===== config.mk =====
export PLATFORM = sky130hd
export DESIGN_NAME = port_dispatch_fsm
export DESIGN_NICKNAME = d
export VERILOG_FILES = /design/src/rtl/switch_pkg.sv /design/src/rtl/port_dispatch_fsm_wd_cnt.sv /design/src/rtl/port_dispatch_fsm.sv
export SDC_FILE = /design/constraint.sdc
export NUM_CORES = 1
export LEC_CHECK = 0
export CAP_MARGIN = 20
export CORE_UTILIZATION = 49
export DETAILED_ROUTE_END_ITERATION = 6
export GPL_TIMING_DRIVEN = 1
export PLACE_DENSITY_LB_ADDON = 0.15
export SYNTH_ARGS = -nofsm -noshare
export SYNTH_HDL_FRONTEND = slang
export SYNTH_SLANG_ARGS = --single-unit
export TNS_END_PERCENT = 30

===== constraint.sdc =====
create_clock -name clk -period 4.2 [get_ports clk]
set_input_delay 0.84 -clock clk [delete_from_list [all_inputs] [get_ports clk]]
set_output_delay 0.84 -clock clk [all_outputs]
set_load 0.02 [all_outputs]

===== src/rtl/switch_pkg.sv =====
// Shared types and constants for the port dispatch switch: FSM state encoding,
// default geometry and the minimum legal packet length.
package switch_pkg;

  typedef enum logic [1:0] {
    IDLE = 2'd0,
    FWD  = 2'd1,
    DROP = 2'd2
  } state_e;

  localparam int unsigned DEF_W_WIDTH = 8;
  localparam int unsigned DEF_N_PORTS = 4;
  localparam int unsigned DEF_MAX_LEN = 64;
  localparam int unsigned MIN_PKT_LEN = 3;

endpackage


===== src/rtl/port_dispatch_fsm_wd_cnt.sv =====
// Beat counter for one packet: clear/increment, saturating at MAX_LEN, with a
// flag that says the beat arriving now would take the packet past MAX_LEN.
module wd_cnt
  import switch_pkg::*;
#(
  parameter int unsigned MAX_LEN = DEF_MAX_LEN,
  localparam int unsigned CW     = $clog2(MAX_LEN + 2)
) (
  input  logic          clk,
  input  logic          rst_n,
  input  logic          clr_i,
  input  logic          inc_i,
  output logic [CW-1:0] cnt_o,
  output logic          over_o
);

  logic [CW-1:0] cnt_q, cnt_d;

  // Clear together with increment loads 1, so the first beat can restart the count.
  always_comb begin
    cnt_d = cnt_q;
    if (clr_i) begin
      cnt_d = inc_i ? CW'(1) : '0;
    end else if (inc_i && !over_o) begin
      cnt_d = cnt_q + CW'(1);
    end
  end

  always_ff @(posedge clk) begin
    if (!rst_n) cnt_q <= '0;
    else        cnt_q <= cnt_d;
  end

  assign cnt_o  = cnt_q;
  assign over_o = (32'(cnt_q) + 32'd1) > MAX_LEN;

endmodule


===== src/rtl/port_dispatch_fsm.sv =====
// Packet dispatcher: matches the address beat against the port table, forwards
// the packet to one port and reports parity, length and drop status.
module port_dispatch_fsm
  import switch_pkg::*;
#(
  parameter int unsigned W_WIDTH = DEF_W_WIDTH,
  parameter int unsigned N_PORTS = DEF_N_PORTS,
  parameter int unsigned MAX_LEN = DEF_MAX_LEN
) (
  input  logic                         clk,
  input  logic                         rst_n,
  input  logic                         sw_en,
  input  logic [W_WIDTH-1:0]           data_in,
  input  logic [N_PORTS*W_WIDTH-1:0]   port_addr,
  input  logic [N_PORTS-1:0]           port_busy,
  output logic [N_PORTS-1:0]           wr_en,
  output logic [W_WIDTH-1:0]           data_out,
  output logic                         pkt_ok,
  output logic                         err_parity,
  output logic                         err_len,
  output logic                         err_drop,
  output state_e                       dbg_state
);

  localparam int unsigned CW = $clog2(MAX_LEN + 2);

  // Framing: sw_en high frames one packet (address, data, parity); there is no
  // back-pressure. A packet starts only on a rising sw_en seen in IDLE.
  state_e               state_q, state_d;
  logic [N_PORTS-1:0]   sel_q, sel_d;
  logic [W_WIDTH-1:0]   xor_q, xor_d;
  logic [N_PORTS-1:0]   wr_en_q, wr_en_d;
  logic [W_WIDTH-1:0]   dout_q, dout_d;
  logic                 ok_q, ok_d, par_q, par_d, len_q, len_d, drop_q, drop_d;
  logic                 sw_en_q;
  logic                 cnt_clr, cnt_inc, cnt_over;
  logic [CW-1:0]        cnt;
  logic [N_PORTS-1:0]   match_oh;
  logic                 match_found;
  logic                 sop;

  wd_cnt #(.MAX_LEN(MAX_LEN)) u_cnt (
    .clk    (clk),
    .rst_n  (rst_n),
    .clr_i  (cnt_clr),
    .inc_i  (cnt_inc),
    .cnt_o  (cnt),
    .over_o (cnt_over)
  );

  // Lowest index wins on duplicate addresses.
  always_comb begin
    match_oh    = '0;
    match_found = 1'b0;
    for (int i = 0; i < int'(N_PORTS); i++) begin
      if (!match_found && port_addr[i*W_WIDTH +: W_WIDTH] == data_in) begin
        match_oh[i] = 1'b1;
        match_found = 1'b1;
      end
    end
  end

  assign sop = sw_en && !sw_en_q;

  always_comb begin
    state_d = state_q;
    sel_d   = sel_q;
    xor_d   = xor_q;
    wr_en_d = '0;
    dout_d  = dout_q;
    ok_d    = 1'b0;
    par_d   = 1'b0;
    len_d   = 1'b0;
    drop_d  = 1'b0;
    cnt_clr = 1'b0;
    cnt_inc = 1'b0;
    unique case (state_q)
      IDLE: begin
        if (sop) begin
          cnt_clr = 1'b1;
          if (match_found && (match_oh & port_busy) == '0) begin
            state_d = FWD;
            sel_d   = match_oh;
            wr_en_d = match_oh;
            dout_d  = data_in;
            xor_d   = data_in;
            cnt_inc = 1'b1;
          end else begin
            state_d = DROP;
            drop_d  = 1'b1;
          end
        end
      end
      FWD: begin
        if (!sw_en) begin
          state_d = IDLE;
          cnt_clr = 1'b1;
          xor_d   = '0;
          if (32'(cnt) < MIN_PKT_LEN) len_d = 1'b1;
          else if (xor_q != '0)       par_d = 1'b1;
          else                        ok_d  = 1'b1;
        end else if (cnt_over) begin
          state_d = DROP;
          len_d   = 1'b1;
          cnt_clr = 1'b1;
          xor_d   = '0;
        end else if ((sel_q & port_busy) != '0) begin
          state_d = DROP;
          drop_d  = 1'b1;
          cnt_clr = 1'b1;
          xor_d   = '0;
        end else begin
          wr_en_d = sel_q;
          dout_d  = data_in;
          xor_d   = xor_q ^ data_in;
          cnt_inc = 1'b1;
        end
      end
      DROP: begin
        if (!sw_en) state_d = IDLE;
      end
      default: state_d = IDLE;
    endcase
  end

  always_ff @(posedge clk) begin
    if (!rst_n) begin
      state_q <= IDLE;
      sel_q   <= '0;
      xor_q   <= '0;
      wr_en_q <= '0;
      dout_q  <= '0;
      ok_q    <= 1'b0;
      par_q   <= 1'b0;
      len_q   <= 1'b0;
      drop_q  <= 1'b0;
    end else begin
      state_q <= state_d;
      sel_q   <= sel_d;
      xor_q   <= xor_d;
      wr_en_q <= wr_en_d;
      dout_q  <= dout_d;
      ok_q    <= ok_d;
      par_q   <= par_d;
      len_q   <= len_d;
      drop_q  <= drop_d;
    end
  end

  // Sampled through reset too, so a packet still running at release is ignored.
  always_ff @(posedge clk) sw_en_q <= sw_en;

  assign wr_en      = wr_en_q;
  assign data_out   = dout_q;
  assign pkt_ok     = ok_q;
  assign err_parity = par_q;
  assign err_len    = len_q;
  assign err_drop   = drop_q;
  assign dbg_state  = state_q;

endmodule


==> flow_metrics.tcl, run 1 <==
set metrics [dict create \
    power_frac_comb 0.195 \
    rsz0062_at_grt "no" \
    intPower_uw 586 \
    num-nets-final 404 \
    cp.buffers_inverters 1 \
    rrSetupSlack_ps 1600 \
    power_frac_clock 0.330 \
    avgViaCountPerCell 5.44 \
    cp_slowest_cell "clkdlybuf4s50_1" \
    die_x_um 72.9 \
    p_per_area_nw_per_um2 248 \
    antenna_left 0 \
    crit_type "in -> reg" \
    netSwitchingFraction 0.260 \
    dp.cells 415 \
    endpoint_kind "flop" \
    vdd_drop_max_uv 221 \
    ff2ff_path_depth 8 \
    postSynthCellCount 299 \
    finClkSkew_ps 7.56 \
    finalCriticalPeriod_ps 3360 \
    fin_setup_tns_ps 0 \
    path_cells "clkdlybuf4s50_1, xnor2_1, nand4_1, or3_4, a2111oi_4, o21ai_2, and2_1, mux2i_1" \
    crit_path_end "data_out[0]$_SDFFE_PN0P_" \
    grt_pass1_wl_um 10300 \
    cts_sinks 38 \
    gp_congestion 0.889 \
    clk_path_buf_depth 2 \
    cts_resized 0 \
    synth_warnings 0 \
    min_path_type "reg -> reg" \
    htreeDepth 2 \
    startpoint "data_in[5]" \
    numCtsBuffers 5 \
    avgRoutedWirePerCell_um 14.3 \
    cts_tree "yes" \
    min_path_cells 2 \
    pwr-share-seq 0.475 \
    nFillCells 412 \
    critPathMaxStageDelay_ps 690 \
    antenna_found_initial 0 \
    grt_pass1_vias 2292 \
    hold_viol_final 0 \
    overflow 0 \
    wl_um 6030 \
    grt_start_max_net_pins 29 \
    avgSynthCellArea_um2 8.25 \
    timing.fmax_ghz 0.297 \
    num_vias 2302 \
    cp.depth 8 \
    synth_cell_types 53 \
    dieHeight_um 72.9 \
    cts_hold_buffers 0 \
    stdcell_count 423 \
    status "finished, final reports clean" \
    syn_nets 348 \
    relSlewSlack 0.410 \
    async_reset_ff_frac 0 \
    post-dp-hpwl_um 4770 \
    fp.dieArea_um2 5320 \
    drive_gt1_frac 0.0983 \
    period_share 0.801 \
    syn_to_final_growth_pct 29.3 \
    final_cell_mix "64 x nand2_1, 64 x clkdlybuf4s50_1, 38 x dfxtp_1, 23 x nor2_1, 22 x xnor2_1" \
    postCtsSetupRepairBufs 0 \
    worstReg2RegStart "u_cnt.cnt_o[0]$_SDFFE_PN0P_" \
    worstMarginPinSlew_ps 883 \
    power.switching_uw 206 \
    clk_latency_ps 290 \
    critPathTopFamily "simple AND/OR/NAND/NOR gates" \
    cp.arrival_ps 3520 \
    cap_violations 0 \
    clk_pin_slew_ps 80 \
    synth-seq-cells 38 \
    worstPathMaxFanout 10 \
    track_usage 0.253 \
    pin_count 65 \
    initial_core_util 0.515 \
    drc 0 \
    synth_edf_count 0 \
    antenna_cells 0 \
    drtPass1Iterations 4 \
    maxSlewViolCount 0 \
    synth-main-ff-cell "dfxtp_1" \
    leakage_uw 0.00118 \
    setup_viol 0 \
    fp-row-count 25 \
    yosysSeqAreaShare 0.308 \
    start_kind "primary input" \
    first_iter_violations 151 \
    port_buffers 64 \
    cp.required_ps 4360 \
    cts_root_buf "clkbuf_8" \
    syn_area_um2 2470 \
    r2r-end "data_out[0]$_SDFFE_PN0P_" \
    core-area_um2 4790 \
]
-- sequential cells by signal, indices dropped and copies added (netlist names), 2 cells and up --
name	count
dbg_state	2
wr_en	4
xor_q	8
sel_q	4
data_out	8
u_cnt.cnt_o	7
-- through the flow --
step	instance area (um^2)	setup WS [ps]	hold slack, ps	utilization	power (uW)
5_1_grt	3190	666	495	0.666	829
4_1_cts	3190	824	467	0.666	799
3_3_place_gp	3090	601	450	0.647	537
3_5_place_dp	3090	521	456	0.647	540
6_report	3190	837	465	0.666	792
2_1_floorplan	2470	1330	444	-	476
-- Yosys cell counts, types with 4 or more instances --
library cell / instances / area share
a311o_1: 7 / 0.028
o21ai_0: 4 / 0.0081
nor2_1: 23 / 0.035
inv_1: 5 / 0.0076
nand3_1: 6 / 0.012
mux2i_1: 9 / 0.037
xor2_1: 8 / 0.028
buf_6: 6 / 0.027
clkbuf_1: 6 / 0.0091
dfxtp_1: 38 / 0.31
and2_1: 5 / 0.013
mux2_2: 7 / 0.032
a21oi_1: 7 / 0.014
nand4_1: 9 / 0.023
xnor2_1: 22 / 0.078
nor3_1: 12 / 0.024
nand2_1: 64 / 0.097
buf_2: 5 / 0.010
-- worst min path at each step --
stage,end,slack [ps],from
floorplan,sel_q[2]$_SDFFE_PN0P_,440,sel_q[2]$_SDFFE_PN0P_
global placement,data_out[1]$_SDFFE_PN0P_,450,data_out[1]$_SDFFE_PN0P_
detailed placement,data_out[2]$_SDFFE_PN0P_,460,data_out[2]$_SDFFE_PN0P_
CTS,data_out[2]$_SDFFE_PN0P_,470,data_out[2]$_SDFFE_PN0P_
global route,data_out[1]$_SDFFE_PN0P_,490,data_out[1]$_SDFFE_PN0P_
finish,data_out[2]$_SDFFE_PN0P_,460,data_out[2]$_SDFFE_PN0P_
-- power groups by stage --
stage | clock [uW] | combinational, uW | sequential (uW)
floorplan | 0 | 91.4 | 384
global placement | 0 | 152 | 384
detailed placement | 0 | 155 | 385
CTS | 267 | 155 | 377
global route | 282 | 169 | 378
finish | 261 | 154 | 377
-- kinds of logic after synthesis --
group                    after synthesis  share of synthesized area
multiplexers                          16                     0.0685
AND/OR/NAND/NOR                      141                      0.272
buffers and inverters                 23                     0.0558
AO/OA/AOI/OAI                         46                      0.158
XOR/XNOR                              33                      0.126
adder cells (fa/ha/maj)                2                     0.0101
flip-flops                            38                      0.308
-- layer usage --
layer | vias to the layer above | GRT usage | wire, um
met5 | - | 0 | 0
met4 | 0 | 0.105 | 132
met3 | 12 | 0.0622 | 182
met2 | 52 | 0.463 | 3220
met1 | 1082 | 0.278 | 2500
li1 | 1156 | - | -
-- layout make-up --
cell class / count / area, um^2 / share of cell area
repair buffers: 67 / 663 / 0.208
multi-input cells: 238 / 1570 / 0.492
clock buffers: 6 / 82.6 / 0.0259
inverters: 5 / 18.8 / 0.00588
clock inverters: 2 / 12.5 / 0.00392
flip-flops and latches: 38 / 761 / 0.239
well taps: 67 / 83.8 / 0.0263
-- tightest hold or removal path: stages, from the launching register on --
cell and delay [ps]:
dfxtp_1 310, nand2_1 50, mux2i_1 50
Note: power is estimated with default switching activity, not from simulation.
==> run 2: changes to the inputs <==
clock period = 3.5 ns   (was 4.2 ns; I/O delays follow)
==> run 2 against run 1 <==
  * Via count up 0.26%
  * Sequential power rose by 20%
  * Critical path type unchanged
  * Highest routed layer unchanged
  * Largest cell class unchanged
  * Non-clock buffer count rose by 11
  * First-iteration DRC count down 1.3%
==> flow_metrics.tcl, run 2 (same netlist as run 1, synthesis figures left out) <==
set metrics [dict create \
    antenna_left 0 \
    hold_viol_final 0 \
    relSlewSlack 0.633 \
    core-area_um2 4790 \
    initial_core_util 0.515 \
    min_from "data_out[1]$_SDFFE_PN0P_" \
    port_buffers 64 \
    start_kind "primary input" \
    syn_to_final_growth_pct 34.9 \
    min_path_type "reg -> reg" \
    min_path_cells 2 \
    first_iter_violations 149 \
    fin_setup_tns_ps 0 \
    cp.arrival_ps 3210 \
    finalCriticalPeriod_ps 3020 \
    drtPass1Iterations 4 \
    clk_path_buf_depth 2 \
    num_vias 2308 \
    status "finished, final reports clean" \
    worstPathMaxFanout 16 \
    cts_hold_buffers 0 \
    pin_count 65 \
    timing.fmax_ghz 0.331 \
    avgRoutedWirePerCell_um 14.0 \
    numCtsBuffers 5 \
    fp.dieArea_um2 5320 \
    rsz0062_at_grt "no" \
    cts_tree "yes" \
    vdd_drop_max_uv 277 \
    cts_root_buf "clkbuf_8" \
    maxSlewViolCount 0 \
    cp.required_ps 3690 \
    cap_violations 0 \
    track_usage 0.244 \
    final_cell_mix "64 x nand2_1, 64 x clkdlybuf4s50_1, 38 x dfxtp_1, 23 x nor2_1, 22 x xnor2_1" \
    cts_resized 0 \
    dieHeight_um 72.9 \
    antenna_cells 0 \
    worstMarginPinSlew_ps 547 \
    wl_um 6070 \
    rrSetupSlack_ps 920 \
    worstReg2RegStart "u_cnt.cnt_o[0]$_SDFFE_PN0P_" \
    period_share 0.863 \
    nFillCells 403 \
    drive_gt1_frac 0.125 \
    clk_pin_slew_ps 80 \
    postCtsSetupRepairBufs 0 \
    num-nets-final 415 \
    avgViaCountPerCell 5.32 \
    cts_sinks 38 \
    grt_start_max_net_pins 28 \
    endpoint_kind "flop" \
    setup_viol 0 \
    gp_congestion 0.835 \
    grt_pass1_wl_um 9960 \
    post-dp-hpwl_um 4710 \
    finClkSkew_ps 6.77 \
    htreeDepth 2 \
    grt_pass1_vias 2170 \
    holdPathEnd "data_out[1]$_SDFFE_PN0P_" \
    die_x_um 72.9 \
    clk_latency_ps 290 \
    leakage_uw 0.00126 \
    whs_ps 465 \
    r2r-end "data_out[3]$_SDFFE_PN0P_" \
    overflow 0 \
    drc 0 \
    ff2ff_path_depth 9 \
    stdcell_count 434 \
    antenna_found_initial 0 \
    dp.cells 426 \
    fp-row-count 25 \
    p_per_area_nw_per_um2 329 \
    crit_type "in -> reg" \
]
[run 2: changes by cell type in the layout (fill, tap and decap cells not counted)]
cell	before	now
clkinv_4	0	1
clkinv_2	1	0
buf_12	0	1
clkbuf_8	6	5
buf_4	3	13
clkinvlp_4	1	0
bufinv_16	0	2
[run 2: worst max-delay path by stage]
| stage | startpoint | to | slack, ps | depth (start not counted) |
|---|---|---|---|---|
| after floorplan | data_in[2] | xor_q[5]$_SDFFE_PN0P_ | 770 | 9 |
| after global placement | data_in[7] | xor_q[3]$_SDFFE_PN0P_ | 180 | 8 |
| after detailed placement | data_in[7] | xor_q[5]$_SDFFE_PN0P_ | 140 | 8 |
| after CTS | data_in[7] | xor_q[5]$_SDFFE_PN0P_ | 470 | 8 |
| after global routing | data_in[7] | data_out[4]$_SDFFE_PN0P_ | 290 | 9 |
| final | data_in[7] | xor_q[5]$_SDFFE_PN0P_ | 480 | 8 |
[run 2: worst max-delay path, cell delays in order]
cell	delay, ps
clkdlybuf4s50_1	590
xor2_1	250
nor4_2	350
and2_2	290
a211oi_1	70
o221a_4	330
mux2_2	280
a311o_1	340
[run 2: per-layer routing]
layer	up-vias	share of wire	global-route usage
met4	0	0.012	0.0763
met2	49	0.50	0.428
met3	7	0.032	0.0414
li1	1179	-	-
met5	-	0	0
met1	1073	0.45	0.303
[run 2: cell type report]
type,instances,area (um^2),area share
multi-input combinational,238,1570,0.471
clock inverter,3,68.8,0.0207
tap,67,83.8,0.0252
sequential,38,761,0.229
timing repair buffer,78,758,0.228
clock buffer,5,68.8,0.0207
inverter,5,18.8,0.00564
[run 2: per-stage QoR]
step	area [um^2]	util	power, uW	worst slack, ps
5_1_grt	3330	0.695	1140	292
4_1_cts	3330	0.695	1100	466
3_5_place_dp	3190	0.666	652	144
6_report	3330	0.695	1100	480
3_3_place_gp	3190	0.666	648	183
2_1_floorplan	2470	-	571	771
[run 2: power by group]
part	switching [uW]	leakage (uW)	internal, uW
Combinational	81.9	0.000889	108
Sequential	9.74	0.000307	442
Clock	169	0.0000683	286
Total	260	0.00126	836
